### src/rtl/demux32_1_8_buf_if.sv
// Bus bundle for the 1-to-8 steering block.
// master = producer/consumer side, slave = the steering block itself.
interface demux32_1_8_buf_if #(
    parameter int DATA_W = 32
);
    logic                  in_valid;
    logic                  in_ready;
    logic [DATA_W-1:0]     in_data;
    logic [2:0]            in_sel;
    logic [7:0]            out_valid;
    logic [7:0]            out_ready;
    logic [8*DATA_W-1:0]   out_data;

    modport master (
        output in_valid, in_data, in_sel, out_ready,
        input  in_ready, out_valid, out_data
    );

    modport slave (
        input  in_valid, in_data, in_sel, out_ready,
        output in_ready, out_valid, out_data
    );
endinterface

### src/rtl/demux32_1_8_buf.sv
// Registered 1-to-8 steering block. One producer word is routed to slot
// in_sel; each slot is a single-entry buffer with its own valid/ready.
// A full slot can be refilled in the same cycle its consumer drains it.
module demux32_1_8_buf #(
    parameter int DATA_W   = 32,
    parameter int CLR_DATA = 1
) (
    input  logic                clk,
    input  logic                rst,
    demux32_1_8_buf_if.slave    bus,
    output logic [3:0]          occupancy,
    output logic                busy
);
    logic [7:0]               full;
    logic [7:0]               full_nxt;
    logic [7:0]               drain;
    logic [7:0]               acc_vec;
    logic                     acc;
    logic [7:0][DATA_W-1:0]   data_q;

    function automatic logic [3:0] count8(input logic [7:0] v);
        logic [3:0] n;
        n = 4'd0;
        for (int i = 0; i < 8; i++) begin
            n = n + {3'd0, v[i]};
        end
        return n;
    endfunction

    // Accept decision, per-slot drains and the next full vector.
    always_comb begin
        acc_vec      = 8'h00;
        bus.in_ready = ~full[bus.in_sel] | bus.out_ready[bus.in_sel];
        acc          = bus.in_valid & bus.in_ready;
        if (acc) begin
            acc_vec[bus.in_sel] = 1'b1;
        end
        drain    = full & bus.out_ready;
        full_nxt = (full & ~drain) | acc_vec;
    end

    // Slot valid flags and the occupancy count, kept equal to popcount(full).
    always_ff @(posedge clk) begin
        if (rst) begin
            full      <= 8'h00;
            occupancy <= 4'd0;
        end else begin
            full      <= full_nxt;
            occupancy <= count8(full_nxt);
        end
    end

    // Slot data: loaded on accept, held otherwise (including across a drain).
    always_ff @(posedge clk) begin
        if (rst) begin
            if (CLR_DATA != 0) begin
                data_q <= '0;
            end
        end else if (acc) begin
            data_q[bus.in_sel] <= bus.in_data;
        end
    end

    assign bus.out_valid = full;
    assign bus.out_data  = data_q;
    assign busy          = (occupancy != 4'd0);
endmodule

### src/flat_wrapper.sv
// flat-port wrapper written by rule: the top's interface ports become plain ports
module demux32_1_8_buf_flat 
#(
    parameter int DATA_W   = 32,
    parameter int CLR_DATA = 1
)
  (clk, rst, occupancy, busy, bus_in_valid, bus_in_data, bus_in_sel, bus_out_ready, bus_in_ready, bus_out_valid, bus_out_data);
  demux32_1_8_buf_if #(.DATA_W(DATA_W)) bus_i ();
  input  logic clk;
  input  logic rst;
  output logic [3:0] occupancy;
  output logic busy;
  input wire logic [$bits(bus_i.in_valid)-1:0] bus_in_valid;
  input wire logic [$bits(bus_i.in_data)-1:0] bus_in_data;
  input wire logic [$bits(bus_i.in_sel)-1:0] bus_in_sel;
  input wire logic [$bits(bus_i.out_ready)-1:0] bus_out_ready;
  output wire logic [$bits(bus_i.in_ready)-1:0] bus_in_ready;
  output wire logic [$bits(bus_i.out_valid)-1:0] bus_out_valid;
  output wire logic [$bits(bus_i.out_data)-1:0] bus_out_data;
  assign bus_i.in_valid = bus_in_valid;
  assign bus_i.in_data = bus_in_data;
  assign bus_i.in_sel = bus_in_sel;
  assign bus_i.out_ready = bus_out_ready;
  assign bus_in_ready = bus_i.in_ready;
  assign bus_out_valid = bus_i.out_valid;
  assign bus_out_data = bus_i.out_data;
  demux32_1_8_buf #(.DATA_W(DATA_W), .CLR_DATA(CLR_DATA)) u_core (.clk(clk), .rst(rst), .bus(bus_i), .occupancy(occupancy), .busy(busy));
endmodule
### config.mk
export PLATFORM = sky130hd
export DESIGN_NAME = demux32_1_8_buf_flat
export DESIGN_NICKNAME = d
export VERILOG_FILES = /design/src/rtl/demux32_1_8_buf_if.sv /design/src/rtl/demux32_1_8_buf.sv /design/src/flat_wrapper.sv
export SDC_FILE = /design/constraint.sdc
export NUM_CORES = 1
export LEC_CHECK = 0
export ABC_AREA = 0
export CORE_UTILIZATION = 43
export CTS_CLUSTER_DIAMETER = 50
export DETAILED_ROUTE_END_ITERATION = 16
export PLACE_DENSITY_LB_ADDON = 0.12
export SLEW_MARGIN = 20
export SYNTH_ARGS = -nofsm -noshare
export SYNTH_HDL_FRONTEND = slang
export SYNTH_SLANG_ARGS = --single-unit
### constraint.sdc
create_clock -name clk -period 4.7 [get_ports clk]
set_input_delay 0.94 -clock clk [delete_from_list [all_inputs] [get_ports clk]]
set_output_delay 0.94 -clock clk [all_outputs]
set_load 0.03 [all_outputs]
==> results.ini <==
[logic_synthesis]
yosysTopAreaCell=dfxtp_1
syn_inst=980
netlist_top_cells_area=dfxtp_1 49%, mux2i_1 24%, nand2b_1 17%
ys_top_cells_by_count=295 x nand2b_1, 268 x dfxtp_1, 258 x mux2i_1
synth_top_area_share=0.494
yosys.cell_types.count=32
yosysWarningCount=0
synth_edf_count=0
syn_nets=1033
async_reset_ff_frac=0
synth_seq_cells=268
yosysMostFrequentCell=nand2b_1
ys.flop_type=dfxtp_1
avgSynthCellArea_um2=11.1
syn-cell-area_mm2=0.0109
seq_area_frac_synth=0.494

[global_routing]
grt_usage=0.220
overflow=0
grt_pass1_vias=7735
antenna_found_initial=0
grt_max_degree=105
grt_pass1_wl_mm=44.7

[drt]
wire_per_inst_um=18.2
drt_pass1_iterations=4
post-route-drc-count=0
vias=7713
antenna_left=0
wl_met2_mm=13.9
viasPerCell=4.82
totalWireLength_mm=29.1
dr_wl_met3_mm=2.19
dr.first_iter.drc_count=362
wl_met1_mm=12.5
highest-signal-layer=met4

[timing]
max_clock_freq_mhz=221
setup_ws_ns=0.184
fin_crit_sh=0.961
tightest_slew_ns=0.767
hold_violations=0
skew_ns=0.0192
finalSetupViolations=0
period_needed_ns=4.52
rsz0062_at_grt=no
maxSlewHeadroom=0.489
slew_violations=0

[setup_path]
endpoint_kind=flip-flop
crit_fanout=3
cp.required_ns=5.13
start_kind=input port
critPathKind=input port to flip-flop
cp.arrival_ns=4.94

[floorplanning]
die_area_mm2=0.0259
fp-row-count=57
start_util=0.442
die_h_um=161
die_w_um=161
pin_count=316
core_area_mm2=0.0245

[place]
place_congestion=0.839
pre_cts_ws_ns=-0.334
dpl.cell_count=1540
portBuffers=315
place_hpwl_mm=18.9

[clocking]
clkTransAtPathRegs_ns=0.06
cts_max_path_buffers=3
post-cts-setup-buffers=0
cts-resized-gates=0
clkSinkCount=268
cts_tree=done
cts_made_buffers=34
htreeDepth=2
cts_root_buffer=clkbuf_16
postCtsHoldBufs=0
insertion_delay_ns=0.51

[layout]
fin_cells=1600
antenna_cells=0
seqCellArea_mm2=0.00537
drive_gt1_frac=0.0697
n_fill_cell=2060
area.growth.synth_to_final_pct=39.7
multiInputGateArea_mm2=0.00494
nets=1305

[pwr]
p_per_area_mw_per_mm2=358
vdd_drop_max_mv=0.280
leakage_nw=6.77

[job]
maxCapViolations=0

[min_path]
hold_path.class=flip-flop to flip-flop

[status]
status=completed

[report_power, final]
group / internal (mW) / switching, mW
combinational: 0.232 / 0.284
clock: 1.58 / 0.986
sequential: 2.33 / 0.0292
[metrics by stage]
| stage | utilization | total power [mW] | hold slack, ns | setup TNS, ns | area (µm²) |
|---|---|---|---|---|---|
| 3_3_place_gp | 0.573 | 2.92 | 0.457 | -0.519 | 14100 |
| 3_5_place_dp | 0.573 | 2.92 | 0.460 | -0.631 | 14100 |
| 5_1_grt | 0.618 | 5.63 | 0.490 | 0 | 15200 |
| 4_1_cts | 0.618 | 5.49 | 0.472 | 0 | 15200 |
| 6_report | 0.618 | 5.44 | 0.468 | 0 | 15200 |
| 2_1_floorplan | - | 2.72 | 0.596 | -0.0376 | 10900 |
[area by class of cell]
class | instances | area share
Sequential cell | 268 | 0.354
Multi-Input combinational cell | 608 | 0.326
Timing Repair Buffer | 336 | 0.219
Clock buffer | 48 | 0.0622
Tap cell | 324 | 0.0267
Clock inverter | 12 | 0.0112
Inverter | 4 | 0.000990
[per-layer routing]
layer / global-route usage / vias to the layer above
met4: 0.0673 / 0
met2: 0.369 / 230
met5: 0 / -
met1: 0.269 / 3698
met3: 0.0684 / 43
li1: - / 3742
[path summary, 6_finish.rpt]
kind,from,end,slack [ns],cells after the start
setup reg to reg,u_core.bus.out_valid[0],u_core.occupancy[1],0.97,13
hold / removal,u_core.bus.out_data[206],u_core.bus.out_data[206],0.47,2
setup / recovery,bus_in_sel[0],u_core.occupancy[1],0.18,14
hold reg to reg,u_core.bus.out_data[206],u_core.bus.out_data[206],0.47,2
[flip-flops by register name, summed over array words and instances (netlist names)]
| signal | cells |
|---|---|
| u_core.bus.out_valid | 8 |
| u_core.bus.out_data | 256 |
| u_core.occupancy | 4 |
[critical path, cell delays in order]
cell	delay [ns]
clkdlybuf4s50_1	0.54
mux4_1	0.63
mux2i_4	0.19
o31ai_4	0.10
nand4b_1	0.16
nand2_2	0.08
ha_4	0.22
fa_1	0.50
inv_1	0.05
fa_1	0.47
inv_1	0.05
fa_2	0.36
fa_2	0.53
nor2b_1	0.12
[cell families (layout without fill, tap and decap cells)]
group | Yosys count | after routing | share of synthesized area
buffers and inverters | 104 | 400 | 0.0552
adders and majority gates | 7 | 7 | 0.0108
DFF | 268 | 268 | 0.494
and+or+nand+nor | 326 | 326 | 0.186
AOI/OAI and AO/OA | 13 | 13 | 0.00830
muxes | 261 | 261 | 0.244
xor gates and xnor gates | 1 | 1 | 0.000807
[placed cells by master, fill, tap and decap left out, types with 3 or more instances in the layout]
cell / instances
nand2_1: 6
clkbuf_16: 34
bufinv_16: 3
clkbuf_8: 4
inv_1: 3
nor2b_1: 4
clkdlybuf4s50_1: 314
dfxtp_1: 268
inv_6: 4
clkbuf_1: 10
nand3_2: 3
nand2b_1: 295
buf_4: 20
mux2i_1: 258
a21oi_1: 9
nor2_1: 3
Power figures use the tool's default switching activity.
